## src/rtl/nor_package_tester_if.sv

```systemverilog
// Board-side start/status and device-side gate pins for the quad NOR tester.
// The slave modport is the tester; the master modport is its surroundings.
`timescale 1ns/1ps
interface nor_package_tester_if;
  logic       start;
  logic       abort;
  logic       a1, b1, a2, b2, a3, b3, a4, b4;
  logic       y1, y2, y3, y4;
  logic       busy;
  logic       done;
  logic       pass;
  logic [3:0] fail_mask;
  logic [8:0] err_count;
  logic [7:0] first_fail_vec;
  logic       first_fail_valid;

  modport slave (
    input  start, abort, y1, y2, y3, y4,
    output a1, b1, a2, b2, a3, b3, a4, b4,
    output busy, done, pass, fail_mask, err_count, first_fail_vec, first_fail_valid
  );

  modport master (
    output start, abort, y1, y2, y3, y4,
    input  a1, b1, a2, b2, a3, b3, a4, b4,
    input  busy, done, pass, fail_mask, err_count, first_fail_vec, first_fail_valid
  );
endinterface

```

## src/rtl/nor_package_tester.sv

```systemverilog
// Exhaustive 256-vector sequencer for a quad 2-input NOR device. Each vector is
// held SETTLE_CYCLES cycles, then the synchronised outputs are compared to NOR.
`timescale 1ns/1ps
module nor_package_tester #(
  parameter int SETTLE_CYCLES = 8
) (
  input  logic               clk,
  input  logic               reset,
  nor_package_tester_if.slave bus
);

  localparam int CNT_W = (SETTLE_CYCLES > 2) ? $clog2(SETTLE_CYCLES) : 1;
  localparam logic [CNT_W-1:0] SETTLE_LOAD = CNT_W'(SETTLE_CYCLES - 1);

  typedef enum logic [1:0] {IDLE, SETTLE, CHECK, DONE} state_t;

  state_t           state, state_nxt;
  logic [7:0]       vec, vec_nxt;
  logic [7:0]       stim, stim_nxt;
  logic [CNT_W-1:0] cnt, cnt_nxt;
  logic             busy, busy_nxt;
  logic             done, done_nxt;
  logic             pass, pass_nxt;
  logic [3:0]       mask, mask_nxt;
  logic [8:0]       err, err_nxt;
  logic [7:0]       ffv, ffv_nxt;
  logic             ffvalid, ffvalid_nxt;
  logic [3:0]       y_sync_p0, y_sync_p1;
  logic [3:0]       exp_y, mism;
  logic [8:0]       err_inc;

  // stage p0/p1: two-flop synchroniser for the asynchronous gate outputs
  always_ff @(posedge clk or posedge reset) begin
    if (reset) begin
      y_sync_p0 <= 4'd0;
      y_sync_p1 <= 4'd0;
    end else begin
      y_sync_p0 <= {bus.y4, bus.y3, bus.y2, bus.y1};
      y_sync_p1 <= y_sync_p0;
    end
  end

  always_ff @(posedge clk or posedge reset) begin
    if (reset) state <= IDLE;
    else       state <= state_nxt;
  end

  always_comb begin
    state_nxt   = state;
    vec_nxt     = vec;
    stim_nxt    = stim;
    cnt_nxt     = cnt;
    busy_nxt    = busy;
    done_nxt    = 1'b0;
    pass_nxt    = pass;
    mask_nxt    = mask;
    err_nxt     = err;
    ffv_nxt     = ffv;
    ffvalid_nxt = ffvalid;

    for (int k = 0; k < 4; k++) exp_y[k] = ~(stim[2*k] | stim[2*k+1]);
    mism    = y_sync_p1 ^ exp_y;
    err_inc = err + {8'd0, |mism};

    unique case (state)
      IDLE: begin
        if (bus.start && !bus.abort) begin
          state_nxt   = SETTLE;
          vec_nxt     = 8'd0;
          stim_nxt    = 8'd0;
          cnt_nxt     = SETTLE_LOAD;
          busy_nxt    = 1'b1;
          pass_nxt    = 1'b0;
          mask_nxt    = 4'd0;
          err_nxt     = 9'd0;
          ffv_nxt     = 8'd0;
          ffvalid_nxt = 1'b0;
        end
      end
      SETTLE: begin
        if (bus.abort) begin
          state_nxt = IDLE;
          busy_nxt  = 1'b0;
          stim_nxt  = 8'd0;
          pass_nxt  = 1'b0;
        end else if (cnt == '0) begin
          state_nxt = CHECK;
        end else begin
          cnt_nxt = cnt - 1'b1;
        end
      end
      CHECK: begin
        // abort wins: the partial results of earlier vectors are kept as-is
        if (bus.abort) begin
          state_nxt = IDLE;
          busy_nxt  = 1'b0;
          stim_nxt  = 8'd0;
          pass_nxt  = 1'b0;
        end else begin
          mask_nxt = mask | mism;
          err_nxt  = err_inc;
          if (mism != 4'd0 && !ffvalid) begin
            ffv_nxt     = vec;
            ffvalid_nxt = 1'b1;
          end
          if (vec == 8'hFF) begin
            state_nxt = DONE;
            done_nxt  = 1'b1;
            busy_nxt  = 1'b0;
            stim_nxt  = 8'd0;
            pass_nxt  = (err_inc == 9'd0);
          end else begin
            state_nxt = SETTLE;
            vec_nxt   = vec + 8'd1;
            stim_nxt  = vec + 8'd1;
            cnt_nxt   = SETTLE_LOAD;
          end
        end
      end
      DONE: begin
        state_nxt = IDLE;
      end
      default: state_nxt = IDLE;
    endcase
  end

  always_ff @(posedge clk or posedge reset) begin
    if (reset) begin
      vec     <= 8'd0;
      stim    <= 8'd0;
      cnt     <= '0;
      busy    <= 1'b0;
      done    <= 1'b0;
      pass    <= 1'b0;
      mask    <= 4'd0;
      err     <= 9'd0;
      ffv     <= 8'd0;
      ffvalid <= 1'b0;
    end else begin
      vec     <= vec_nxt;
      stim    <= stim_nxt;
      cnt     <= cnt_nxt;
      busy    <= busy_nxt;
      done    <= done_nxt;
      pass    <= pass_nxt;
      mask    <= mask_nxt;
      err     <= err_nxt;
      ffv     <= ffv_nxt;
      ffvalid <= ffvalid_nxt;
    end
  end

  assign bus.a1 = stim[0];
  assign bus.b1 = stim[1];
  assign bus.a2 = stim[2];
  assign bus.b2 = stim[3];
  assign bus.a3 = stim[4];
  assign bus.b3 = stim[5];
  assign bus.a4 = stim[6];
  assign bus.b4 = stim[7];

  assign bus.busy             = busy;
  assign bus.done             = done;
  assign bus.pass             = pass;
  assign bus.fail_mask        = mask;
  assign bus.err_count        = err;
  assign bus.first_fail_vec   = ffv;
  assign bus.first_fail_valid = ffvalid;

endmodule

```

## src/flat_wrapper.sv

```systemverilog
// flat-port wrapper written by rule: the top's interface ports become plain ports
module nor_package_tester_flat 
#(
  parameter int SETTLE_CYCLES = 8
)
  (clk, reset, bus_start, bus_abort, bus_y1, bus_y2, bus_y3, bus_y4, bus_a1, bus_b1, bus_a2, bus_b2, bus_a3, bus_b3, bus_a4, bus_b4, bus_busy, bus_done, bus_pass, bus_fail_mask, bus_err_count, bus_first_fail_vec, bus_first_fail_valid);
  nor_package_tester_if bus_i ();
  input  logic clk;
  input  logic reset;
  input wire logic [$bits(bus_i.start)-1:0] bus_start;
  input wire logic [$bits(bus_i.abort)-1:0] bus_abort;
  input wire logic [$bits(bus_i.y1)-1:0] bus_y1;
  input wire logic [$bits(bus_i.y2)-1:0] bus_y2;
  input wire logic [$bits(bus_i.y3)-1:0] bus_y3;
  input wire logic [$bits(bus_i.y4)-1:0] bus_y4;
  output wire logic [$bits(bus_i.a1)-1:0] bus_a1;
  output wire logic [$bits(bus_i.b1)-1:0] bus_b1;
  output wire logic [$bits(bus_i.a2)-1:0] bus_a2;
  output wire logic [$bits(bus_i.b2)-1:0] bus_b2;
  output wire logic [$bits(bus_i.a3)-1:0] bus_a3;
  output wire logic [$bits(bus_i.b3)-1:0] bus_b3;
  output wire logic [$bits(bus_i.a4)-1:0] bus_a4;
  output wire logic [$bits(bus_i.b4)-1:0] bus_b4;
  output wire logic [$bits(bus_i.busy)-1:0] bus_busy;
  output wire logic [$bits(bus_i.done)-1:0] bus_done;
  output wire logic [$bits(bus_i.pass)-1:0] bus_pass;
  output wire logic [$bits(bus_i.fail_mask)-1:0] bus_fail_mask;
  output wire logic [$bits(bus_i.err_count)-1:0] bus_err_count;
  output wire logic [$bits(bus_i.first_fail_vec)-1:0] bus_first_fail_vec;
  output wire logic [$bits(bus_i.first_fail_valid)-1:0] bus_first_fail_valid;
  assign bus_i.start = bus_start;
  assign bus_i.abort = bus_abort;
  assign bus_i.y1 = bus_y1;
  assign bus_i.y2 = bus_y2;
  assign bus_i.y3 = bus_y3;
  assign bus_i.y4 = bus_y4;
  assign bus_a1 = bus_i.a1;
  assign bus_b1 = bus_i.b1;
  assign bus_a2 = bus_i.a2;
  assign bus_b2 = bus_i.b2;
  assign bus_a3 = bus_i.a3;
  assign bus_b3 = bus_i.b3;
  assign bus_a4 = bus_i.a4;
  assign bus_b4 = bus_i.b4;
  assign bus_busy = bus_i.busy;
  assign bus_done = bus_i.done;
  assign bus_pass = bus_i.pass;
  assign bus_fail_mask = bus_i.fail_mask;
  assign bus_err_count = bus_i.err_count;
  assign bus_first_fail_vec = bus_i.first_fail_vec;
  assign bus_first_fail_valid = bus_i.first_fail_valid;
  nor_package_tester #(.SETTLE_CYCLES(SETTLE_CYCLES)) u_core (.clk(clk), .reset(reset), .bus(bus_i));
endmodule
```

## config.mk

```make
export PLATFORM = sky130hd
export DESIGN_NAME = nor_package_tester_flat
export DESIGN_NICKNAME = d
export VERILOG_FILES = /design/src/rtl/nor_package_tester_if.sv /design/src/rtl/nor_package_tester.sv /design/src/flat_wrapper.sv
export SDC_FILE = /design/constraint.sdc
export NUM_CORES = 1
export LEC_CHECK = 0
export CAP_MARGIN = 20
export CORE_UTILIZATION = 48
export DETAILED_ROUTE_END_ITERATION = 16
export PLACE_DENSITY = 0.83
export SLEW_MARGIN = 20
export SYNTH_ARGS = -nofsm -noshare
export SYNTH_HDL_FRONTEND = slang
export SYNTH_SLANG_ARGS = --single-unit
export TNS_END_PERCENT = 30
```

## constraint.sdc

```tcl
create_clock -name clk -period 2.23 [get_ports clk]
set_input_delay 0.3345 -clock clk [delete_from_list [all_inputs] [get_ports clk]]
set_output_delay 0.3345 -clock clk [all_outputs]
set_load 0.02 [all_outputs]
```

# ---- Word-level counts from Yosys, hierarchy flattened
# Cells that the tools add are included.
dict set report totals {
  out_inout_bits 33
  ff_bits 54
  in_bits 8
  word_cells 101
}
dict set report classes {
  bitwise_logic 10
  n_eq_ne 13
  reduce_logical 18
  addsub 3
  mux 44
}
# op n
set ops {}
lappend ops {{$mux W8} 8}
lappend ops {{$pmux W8 S2} 2}
lappend ops {{$pmux W8 S3} 1}
lappend ops {{$mux W9} 2}
lappend ops {{$pmux W9 S2} 1}
lappend ops {{$mux W3} 5}
lappend ops {{$mux W1} 12}
lappend ops {{$reduce_and A4 Y1} 3}
lappend ops {{$mux W2} 5}
lappend ops {{$ne A2 B2 Y1 const B} 5}
lappend ops {{$add A9 B1 Y9} 1}
lappend ops {{$logic_not A9 Y1} 1}
lappend ops {{$pmux W3 S3} 1}
lappend ops {{$add A8 B1 Y8 const B} 1}
lappend ops {{$eq A8 B8 Y1 const B} 1}
lappend ops {{$mux W4} 2}
lappend ops {{$pmux W2 S4} 1}
lappend ops {{$pmux W4 S2} 1}
lappend ops {{$ne A3 B2 Y1 const B} 2}
lappend ops {{$pmux W1 S3} 2}
lappend ops {{$reduce_and A3 Y1} 2}
lappend ops {{$reduce_and A6 Y1} 1}
lappend ops {{$eq A2 B2 Y1 const B} 2}
lappend ops {{$ne A2 B1 Y1 const B} 2}
lappend ops {{16 further kinds} 24}

# ---- Logic depth before layout (Yosys ltp)
# Gate-level depths: netlist of the first run.
dict set report depth {
  word_depth 9
  depth_mapped 10
  ltp_nobuf 10
}

# ---- Least setup slack after synthesis of the first run
# OpenSTA, ideal clock, no wires.
dict set report synth_path {
  kind {reg2reg}
  start {reg u_core.stim[7]}
  end {reg u_core.pass (netlist: u_core.bus.pass)}
  synth_period_minus_slack_ns 2.237
  path_stages_with_launch 11
  t_arrival_ns 2.133
  setup_slack_ns -0.007
  required_ns 2.126
  setup_time_ns 0.104
  cell_sequence {dfrtp_1 > nor2_1 > xnor2_1 > nand4_1 > ha_1 > ha_1 > nand2_1 > nor2_1 > xnor2_1 > a31oi_1 > o41ai_2}
}
dict set report synth_via {
  elab_chain_cells 9
}
# element line
set synth_rtl {}
lappend synth_rtl {{start: declaration} nor_package_tester.sv:19} ;# logic [7:0] stim, stim_nxt;
lappend synth_rtl {{start signal: assignment} nor_package_tester.sv:141} ;# stim <= stim_nxt;
lappend synth_rtl {{$or A1 B1 Y1} nor_package_tester.sv:61} ;# for (int k = 0; k < 4; k++) exp_y[k] = ~(stim[2*k] | stim[2*k+1]);
lappend synth_rtl {{$not A1 Y1} nor_package_tester.sv:61}
lappend synth_rtl {{$xor A4 B4 Y4} nor_package_tester.sv:62} ;# mism = y_sync_p1 ^ exp_y;
lappend synth_rtl {{$reduce_or A4 Y1} nor_package_tester.sv:63} ;# err_inc = err + {8'd0, |mism};
lappend synth_rtl {{$add A9 B1 Y9} nor_package_tester.sv:63}
lappend synth_rtl {{$logic_not A9 Y1} nor_package_tester.sv:111} ;# pass_nxt = (err_inc == 9'd0);
lappend synth_rtl {{$mux W1} nor_package_tester.sv:106} ;# if (vec == 8'hFF) begin
lappend synth_rtl {{$mux W1} nor_package_tester.sv:94} ;# if (bus.abort) begin
lappend synth_rtl {{$pmux W1 S3} nor_package_tester.sv:65} ;# unique case (state)
lappend synth_rtl {{end signal: assignment} nor_package_tester.sv:145} ;# pass <= pass_nxt;
lappend synth_rtl {{end: declaration} nor_package_tester.sv:23} ;# logic pass, pass_nxt;
# No other way between the ends. The select of a mux whose other input is x is not followed.
# A chain may end at the register's enable or synchronous reset.

# ---- Worst setup path in the final report of the first run
dict set report layout_path {
  start {reg u_core.stim[4]}
  end {reg u_core.pass (netlist: u_core.bus.pass)}
}
# Same word-level chain as after synthesis.

==> flow_results.xml, run 1 <==
<?xml version="1.0" encoding="UTF-8"?>
<metrics>
  <group name="global_route">
    <metric name="first_global_vias" unit="">2043</metric>
    <metric name="grt_start_max_net_pins" unit="">32</metric>
    <metric name="grt_first_pass_wirelength" unit="mm">9.60</metric>
    <metric name="grt_overflow_total" unit="">0</metric>
    <metric name="antenna_found_initial" unit="">0</metric>
    <metric name="grt_usage" unit="%">22.3</metric>
  </group>
  <group name="placement">
    <metric name="gp_congestion" unit="">0.803</metric>
    <metric name="buffer_ports.inserted" unit="">40</metric>
    <metric name="dpl.hpwl" unit="mm">4.14</metric>
    <metric name="dp.cells" unit="">373</metric>
    <metric name="postPlaceCellArea" unit="um^2">3170</metric>
  </group>
  <group name="clock_tree">
    <metric name="clock-sinks" unit="">54</metric>
    <metric name="clock_insertion_delay_worst_skew" unit="ns">0.32</metric>
    <metric name="depth_of_the_cts_h_tree" unit="">2</metric>
    <metric name="clkSlewWorstSetupHoldPaths" unit="ns">0.11</metric>
    <metric name="cts-root-buf" unit="">clkbuf_8</metric>
    <metric name="tritoncts.num_buffers" unit="">5</metric>
    <metric name="number_of_hold_repair_buffers_added_at_the_cts_stage" unit="">0</metric>
    <metric name="cts_tree" unit="">yes</metric>
    <metric name="clockBufferDepth" unit="">2</metric>
  </group>
  <group name="layout">
    <metric name="final_net_count" unit="">338</metric>
    <metric name="layout.cell_area.non_filler" unit="um^2">3470</metric>
    <metric name="final.fill_count" unit="">355</metric>
    <metric name="final_core_utilization" unit="%">67.2</metric>
    <metric name="ff_latch_area" unit="um^2">1350</metric>
    <metric name="syn_to_layout_area_delta" unit="%">32.6</metric>
    <metric name="multi_input_logic_area" unit="um^2">1280</metric>
    <metric name="finish.cell_count_without_fillers" unit="">391</metric>
    <metric name="fraction_of_final_layout_cells_sized_beyond_drive_strength_1" unit="%">18.1</metric>
    <metric name="num_antenna_cells" unit="">0</metric>
  </group>
  <group name="sta">
    <metric name="max_clock_freq" unit="GHz">0.473</metric>
    <metric name="rsz0062_at_grt" unit="">true</metric>
    <metric name="timing_max_transition_violations_final" unit="">0</metric>
    <metric name="period_needed" unit="ns">2.11</metric>
    <metric name="max_slew_margin" unit="%">66.2</metric>
    <metric name="final_min_period_over_clock_period" unit="%">94.8</metric>
    <metric name="setup_violations" unit="">0</metric>
    <metric name="finClkSkew" unit="ns">0.00344</metric>
    <metric name="timing_hold_violations_final" unit="">0</metric>
    <metric name="tightest_slew" unit="ns">0.507</metric>
    <metric name="finalHoldWorstSlack" unit="ns">0.362</metric>
  </group>
  <group name="yosys">
    <metric name="synth_mux_area_share" unit="%">0.764</metric>
    <metric name="yosysWarnings" unit="">0</metric>
    <metric name="synth.cell_area" unit="um^2">2620</metric>
    <metric name="ys_types" unit="">43</metric>
    <metric name="async_flop_share" unit="%">100</metric>
    <metric name="yosys_register_bits" unit="">54</metric>
    <metric name="mean_area_per_synthesized_cell" unit="um^2">10.2</metric>
    <metric name="xor_and_xnor_area_share_after_synthesis" unit="%">5.35</metric>
    <metric name="synth-edff-count" unit="">0</metric>
    <metric name="synth_nets" unit="">276</metric>
    <metric name="netlist_instances" unit="">258</metric>
    <metric name="main_combinational_cell_family_by_area_after_synthesis" unit="">simple AND/OR/NAND/NOR gates</metric>
    <metric name="postSynth.topFlopCell" unit="">dfrtp_1</metric>
    <metric name="compound_cell_area_share_of_the_yosys_netlist" unit="%">16.9</metric>
    <metric name="synth_fa_ha_area_share" unit="%">4.78</metric>
    <metric name="synth-seq-area-share" unit="%">51.6</metric>
    <metric name="synth_simple_gate_area_share" unit="%">17.0</metric>
  </group>
  <group name="die">
    <metric name="core_area" unit="um^2">5170</metric>
    <metric name="dieWidth" unit="um">75.9</metric>
    <metric name="core.rowCount" unit="">26</metric>
    <metric name="die_h" unit="um">75.9</metric>
    <metric name="floorplan.initialDensity" unit="%">50.7</metric>
    <metric name="floorplan.io_pins" unit="">41</metric>
    <metric name="die_ar" unit="um^2">5760</metric>
  </group>
  <group name="setup_path">
    <metric name="critical_path_startpoint_category" unit="">register</metric>
    <metric name="worst-endpoint-required" unit="ns">2.45</metric>
    <metric name="end_kind" unit="">register</metric>
    <metric name="critPathKind" unit="">register to register</metric>
    <metric name="crit_arrival" unit="ns">2.33</metric>
    <metric name="worstRegToRegCells" unit="">10</metric>
    <metric name="biggest_fanout_along_the_worst_timing_path" unit="">3</metric>
  </group>
  <group name="pwr">
    <metric name="switching_portion_of_total_power" unit="%">35.0</metric>
    <metric name="power-per-cell-area" unit="nW/um^2">853</metric>
    <metric name="pwr-share-seq" unit="%">41.1</metric>
    <metric name="internal_power" unit="mW">1.93</metric>
    <metric name="p_switching" unit="mW">1.04</metric>
    <metric name="post-layout-total-power" unit="mW">2.96</metric>
    <metric name="p_leak" unit="nW">1.50</metric>
    <metric name="peakVddDrop" unit="mV">0.476</metric>
    <metric name="power.clock.fraction" unit="%">23.6</metric>
    <metric name="pwr-share-comb" unit="%">35.3</metric>
  </group>
  <group name="drt">
    <metric name="drc_violation_count_after_routing" unit="">0</metric>
    <metric name="via_count" unit="">2186</metric>
    <metric name="antenna_left" unit="">0</metric>
    <metric name="drt-initial-drc-count" unit="">226</metric>
    <metric name="detail_route.wl_per_cell" unit="um">15.4</metric>
    <metric name="drt_wl_total" unit="mm">6.03</metric>
    <metric name="drt_pre_antenna_iters" unit="">4</metric>
    <metric name="vias_per_cell" unit="">5.59</metric>
  </group>
  <group name="min_path">
    <metric name="hold_class" unit="">input pin to asynchronous set/reset pin</metric>
  </group>
  <group name="job">
    <metric name="drv.max_cap_violation_count" unit="">0</metric>
  </group>
  <group name="status">
    <metric name="status" unit="">finished, final reports clean</metric>
  </group>
</metrics>
cells in the final DEF, fill, tap and decap left out, types with 5 or more instances in the layout:
cell,n
a21oi_1,5
clkbuf_8,5
nand2_1,37
inv_1,10
o2bb2ai_1,8
nand3_1,9
xnor2_1,7
nor2_1,15
dfrtp_1,54
clkdlybuf4s50_1,40
buf_4,23
o21ai_0,29
ha_1,8
repair_timing:
action | CTS | global route
setup endpoints to repair | 1 | 3
resized for setup | 5 | 14
endpoints found under the hold margin | 0 | 0
pin swaps | 8 | 10
setup buffers | 6 | 4
gates cloned | 0 | 0
registers in the layout, indices dropped and copies added (netlist names):
| register | flops |
|---|---|
| u_core.bus.err_count | 9 |
| u_core.bus.first_fail_vec | 8 |
| u_core.stim | 8 |
| u_core.vec | 8 |
| u_core.bus.fail_mask | 4 |
| u_core.y_sync_p0 | 4 |
| u_core.y_sync_p1 | 4 |
| u_core.cnt | 3 |
| u_core.state | 2 |
| u_core.bus.busy | 1 |
| u_core.bus.done | 1 |
| u_core.bus.first_fail_valid | 1 |
| u_core.bus.pass | 1 |
final timing paths:
check | start | endpoint | slack, ns
min | reset | u_core.bus.first_fail_vec[3] | 0.36
min in group clk | u_core.y_sync_p0[1] | u_core.y_sync_p1[1] | 0.36
max | u_core.stim[4] | u_core.bus.pass | 0.12
min reg2reg | u_core.y_sync_p0[1] | u_core.y_sync_p1[1] | 0.36
max in group asynchronous | reset | u_core.vec[5] | 1.34
max reg2reg | u_core.stim[4] | u_core.bus.pass | 0.12
cells in the mapped netlist, types with 2 or more instances:
master     number  area [um^2]
dfrtp_1        54         1350
nand2_1        38          143
o21ai_0        29          145
nor2_1         18         67.6
inv_1          11         41.3
nand3_1        11         55.1
ha_1           10          125
xnor2_1        10         87.6
o2bb2ai_1       8         70.1
xor2_1          6         52.6
a21oi_1         5         25.0
a31oi_1         4         25.0
and3_1          4         25.0
buf_2           4         20.0
nand4_1         4         25.0
o21a_1          4         30.0
clkbuf_1        3         11.3
nand2b_1        3         18.8
o31ai_1         3         22.5
a22o_1          2         17.5
buf_6           2         22.5
mux2i_1         2         20.0
nor3_1          2         10.0
nor4_1          2         12.5
cell families after synthesis:
| kind of cell | count (synthesis) |
|---|---|
| AND/OR/NAND/NOR | 91 |
| AO/OA/AOI/OAI | 65 |
| flip-flops | 54 |
| buffers and inverters | 20 |
| XOR/XNOR | 16 |
| adder cells (fa/ha/maj) | 10 |
| multiplexers | 2 |
routing by layer:
layer	GRT usage, %	share of wire, %	vias to the layer above
li1	-	-	1027
met1	30.3	43	1070
met2	35.9	51	81
met3	3.97	4.8	8
met4	8.23	1.5	0
met5	0	0	-
layout make-up:
type | count | area share [%]
Multi-Input combinational cell | 184 | 36.9
Tap cell | 70 | 2.52
Sequential cell | 54 | 38.9
Clock inverter | 3 | 1.40
Inverter | 11 | 1.19
Timing Repair Buffer | 64 | 17.1
Clock buffer | 5 | 1.98
worst max-delay path, cell delays in order, from the launching register on:
cell and delay [ns]:
dfrtp_1 0.41, nor2_1 0.13, xnor2_1 0.15, nand4_1 0.19
ha_2 0.25, buf_4 0.14, and3_4 0.19, nand3_2 0.10
xor2_2 0.18, nand2_1 0.09, o41ai_2 0.20
power by group through the flow:
stage                     Sequential, mW  Combinational [mW]  Clock (mW)
final                               1.22                1.05       0.701
after global routing                1.24                1.15       0.739
after CTS                           1.21               0.994       0.698
after detailed placement            1.23               0.951           0
after global placement              1.22               0.924           0
after floorplan                     1.31               0.536           0
through the flow:
stage | setup WS (ns) | setup TNS (ns)
global placement | 0.0744 | 0
floorplan | 0.0741 | 0
CTS | 0.00848 | 0
global route | -0.0508 | -0.0508
detailed placement | -0.0387 | -0.0387
finish | 0.116 | 0
No activity file was read; power rests on OpenSTA's default activity.
==> run 2: changes to the inputs <==
--- a/config.mk
+++ b/config.mk
@@ -5,7 +5,6 @@
 export SDC_FILE = /design/constraint.sdc
 export NUM_CORES = 1
 export LEC_CHECK = 0
-export CAP_MARGIN = 20
 export CORE_UTILIZATION = 48
 export DETAILED_ROUTE_END_ITERATION = 16
 export PLACE_DENSITY = 0.83
==> results of run 2 <==
Final layout, timing and power as in run 1 (identical DEF).
==> run 3: changes to the inputs <==
==> constraint.sdc (replaced) <==
create_clock -name clk -period 2.23 [get_ports clk]
set_input_delay 0.3345 -clock clk [delete_from_list [all_inputs] [get_ports clk]]
set_output_delay 0.3345 -clock clk [all_outputs]
set_load 0.05 [all_outputs]
==> run 3 against run 2 <==
Effect of this change: the flow now finishes with violations (setup timing); sequential share of layout area grew 1.7 points; cell area decreased by 3.5%; critical path depth down 1; core utilization fell by 2.3 points; sequential power is essentially flat; register-to-register slack worse by 0.23 ns; critical path type unchanged.
==> flow_results.xml, run 3 (synthesized netlist as in run 1, its figures left out) <==
<?xml version="1.0" encoding="UTF-8"?>
<metrics>
  <group name="status">
    <metric name="status" unit="">finished, violations left</metric>
    <metric name="violations" unit="">setup timing</metric>
  </group>
  <group name="pwr">
    <metric name="pwr-share-comb" unit="%">39.4</metric>
    <metric name="p_switching" unit="mW">1.16</metric>
    <metric name="switching_portion_of_total_power" unit="%">39.5</metric>
    <metric name="post-layout-total-power" unit="mW">2.94</metric>
    <metric name="power.clock.fraction" unit="%">19.2</metric>
    <metric name="internal_power" unit="mW">1.78</metric>
    <metric name="p_leak" unit="nW">1.43</metric>
    <metric name="pwr-share-seq" unit="%">41.4</metric>
    <metric name="peakVddDrop" unit="mV">0.329</metric>
    <metric name="power-per-cell-area" unit="nW/um^2">875</metric>
  </group>
  <group name="setup_path">
    <metric name="critical_path_startpoint_category" unit="">register</metric>
    <metric name="worstRegToRegCells" unit="">9</metric>
    <metric name="cpPeakStageDelay" unit="ns">0.43</metric>
    <metric name="crit_cells" unit="">9</metric>
    <metric name="biggest_fanout_along_the_worst_timing_path" unit="">5</metric>
    <metric name="worstPathCellList" unit="">nor2_2, xnor2_1, nand4_1, ha_2, ha_4, xor2_1, nor4_1, nand3_1, o41ai_2</metric>
    <metric name="r2r_end" unit="">u_core.bus.pass</metric>
    <metric name="crit_arrival" unit="ns">2.55</metric>
    <metric name="cp.buffers_inverters" unit="">0</metric>
    <metric name="cpLargestDelayFamily" unit="">simple AND/OR/NAND/NOR gates</metric>
    <metric name="r2r_setup_slack" unit="ns">-0.11</metric>
    <metric name="timing.critical_path.from" unit="">u_core.stim[3]</metric>
    <metric name="worst_setup_path_endpoint" unit="">u_core.bus.pass</metric>
    <metric name="r2r_start" unit="">u_core.stim[3]</metric>
    <metric name="crit_slowest_cell" unit="">dfrtp_2</metric>
    <metric name="critPathKind" unit="">register to register</metric>
    <metric name="end_kind" unit="">register</metric>
    <metric name="worst-endpoint-required" unit="ns">2.44</metric>
  </group>
  <group name="layout">
    <metric name="layout_common_cells" unit="">dfrtp_1 (46), clkdlybuf4s50_1 (40), nand2_1 (38)</metric>
    <metric name="fraction_of_final_layout_cells_sized_beyond_drive_strength_1" unit="%">16.3</metric>
    <metric name="layout.cell_area.non_filler" unit="um^2">3350</metric>
    <metric name="final.fill_count" unit="">382</metric>
    <metric name="multi_input_logic_area" unit="um^2">1240</metric>
    <metric name="ff_latch_area" unit="um^2">1360</metric>
    <metric name="final_core_utilization" unit="%">64.8</metric>
    <metric name="final_net_count" unit="">330</metric>
    <metric name="layout.cells.most_common" unit="">dfrtp_1</metric>
    <metric name="num_antenna_cells" unit="">0</metric>
    <metric name="number_of_flip_flops_under_the_largest_register_name" unit="">9</metric>
    <metric name="syn_to_layout_area_delta" unit="%">28.0</metric>
    <metric name="finish.cell_count_without_fillers" unit="">383</metric>
  </group>
  <group name="die">
    <metric name="core_area" unit="um^2">5170</metric>
    <metric name="floorplan.initialDensity" unit="%">50.7</metric>
    <metric name="die_ar" unit="um^2">5760</metric>
    <metric name="die_h" unit="um">75.9</metric>
    <metric name="core.rowCount" unit="">26</metric>
    <metric name="dieWidth" unit="um">75.9</metric>
    <metric name="floorplan.io_pins" unit="">41</metric>
  </group>
  <group name="sta">
    <metric name="max_clock_freq" unit="GHz">0.427</metric>
    <metric name="setup_violations" unit="">1</metric>
    <metric name="timing_hold_violations_final" unit="">0</metric>
    <metric name="finalHoldWorstSlack" unit="ns">0.328</metric>
    <metric name="finClkSkew" unit="ns">0.0140</metric>
    <metric name="tightest_slew" unit="ns">0.571</metric>
    <metric name="timing_max_transition_violations_final" unit="">0</metric>
    <metric name="rsz0062_at_grt" unit="">true</metric>
    <metric name="final_min_period_over_clock_period" unit="%">105</metric>
    <metric name="finalWorstSetupSlack" unit="ns">-0.110</metric>
    <metric name="period_needed" unit="ns">2.34</metric>
    <metric name="max_slew_margin" unit="%">61.8</metric>
    <metric name="setup-tns-final" unit="ns">-0.110</metric>
  </group>
  <group name="placement">
    <metric name="postPlaceCellArea" unit="um^2">3190</metric>
    <metric name="buffer_ports.inserted" unit="">40</metric>
    <metric name="detailedPlace.worstSlack" unit="ns">-0.0610</metric>
    <metric name="dp.cells" unit="">371</metric>
    <metric name="dpl.hpwl" unit="mm">4.35</metric>
    <metric name="gp_congestion" unit="">0.838</metric>
  </group>
  <group name="clock_tree">
    <metric name="clockBufferDepth" unit="">2</metric>
    <metric name="depth_of_the_cts_h_tree" unit="">2</metric>
    <metric name="number_of_hold_repair_buffers_added_at_the_cts_stage" unit="">0</metric>
    <metric name="cts-root-buf" unit="">clkbuf_8</metric>
    <metric name="clkSlewWorstSetupHoldPaths" unit="ns">0.11</metric>
    <metric name="clock-sinks" unit="">54</metric>
    <metric name="clock_insertion_delay_worst_skew" unit="ns">0.32</metric>
    <metric name="tritoncts.num_buffers" unit="">5</metric>
    <metric name="cts_tree" unit="">yes</metric>
  </group>
  <group name="global_route">
    <metric name="grt_overflow_total" unit="">0</metric>
    <metric name="grt_first_pass_wirelength" unit="mm">10.0</metric>
    <metric name="globalRoute.busiestLayer" unit="">met2</metric>
    <metric name="grt_use_met3" unit="%">6.22</metric>
    <metric name="grt_util_met2" unit="%">37.8</metric>
    <metric name="antenna_found_initial" unit="">0</metric>
    <metric name="grt_start_max_net_pins" unit="">37</metric>
    <metric name="grt_usage" unit="%">24.1</metric>
    <metric name="first_global_vias" unit="">2050</metric>
    <metric name="met1_usage" unit="%">30.6</metric>
  </group>
  <group name="drt">
    <metric name="antenna_left" unit="">0</metric>
    <metric name="drc_violation_count_after_routing" unit="">0</metric>
    <metric name="via_count" unit="">2164</metric>
    <metric name="detail_route.wl_per_cell" unit="um">15.9</metric>
    <metric name="drt_wl_total" unit="mm">6.10</metric>
    <metric name="drt_pre_antenna_iters" unit="">4</metric>
    <metric name="drt-initial-drc-count" unit="">188</metric>
    <metric name="vias_per_cell" unit="">5.65</metric>
  </group>
  <group name="min_path">
    <metric name="hold_class" unit="">input pin to asynchronous set/reset pin</metric>
  </group>
  <group name="job">
    <metric name="drv.max_cap_violation_count" unit="">0</metric>
  </group>
</metrics>
[run 3: worst min-delay path by stage]
stage / depth (start not counted) / slack, ns / start / end
3_3_place_gp: 0 / 0.33 / u_core.y_sync_p0[0] / u_core.y_sync_p1[0]
3_5_place_dp: 0 / 0.34 / u_core.y_sync_p0[3] / u_core.y_sync_p1[3]
2_1_floorplan: 0 / 0.33 / u_core.y_sync_p0[0] / u_core.y_sync_p1[0]
6_report: 2 / 0.33 / reset / u_core.bus.first_fail_vec[5]
4_1_cts: 2 / 0.34 / reset / u_core.bus.fail_mask[3]
5_1_grt: 2 / 0.36 / reset / u_core.bus.first_fail_vec[5]
[run 3: worst reg2reg max path: cells and delay by family, from the launching register on]
kind / cells / cell delay, ns
simple gates: 4 / 0.76
fa+ha+maj: 2 / 0.44
flops: 1 / 0.43
compound gates: 1 / 0.32
xor+xnor: 2 / 0.29
[run 3: repair_timing]
| action | 4_1_cts | 5_1_grt |
|---|---|---|
| hold endpoints to repair | 0 | 0 |
| cloned | 0 | 0 |
| pin swaps | 6 | 1 |
| endpoints found under the setup margin | 1 | 1 |
| resized for setup | 8 | 0 |
| buffers inserted | 4 | 0 |
[run 3: final cells by class]
type	count	area share (%)
Clock buffer	6	2.16
Timing Repair Buffer	56	15.9
Clock inverter	2	0.410
Multi-Input combinational cell	184	37.1
Inverter	11	1.23
Tap cell	70	2.61
Sequential cell	54	40.6
[run 3: metal layers]
layer / routed length, um / share of wire, %
met3: 402 / 6.6
met4: 231 / 3.8
met2: 2900 / 47
met5: 0 / 0
met1: 2570 / 42
[run 3: power groups by stage]
stage	Clock (mW)	Sequential, mW	Combinational (mW)
after floorplan	0	1.47	0.538
after global placement	0	1.22	1.09
after detailed placement	0	1.23	1.12
after CTS	0.564	1.22	1.15
after global routing	0.606	1.23	1.26
final	0.563	1.22	1.16
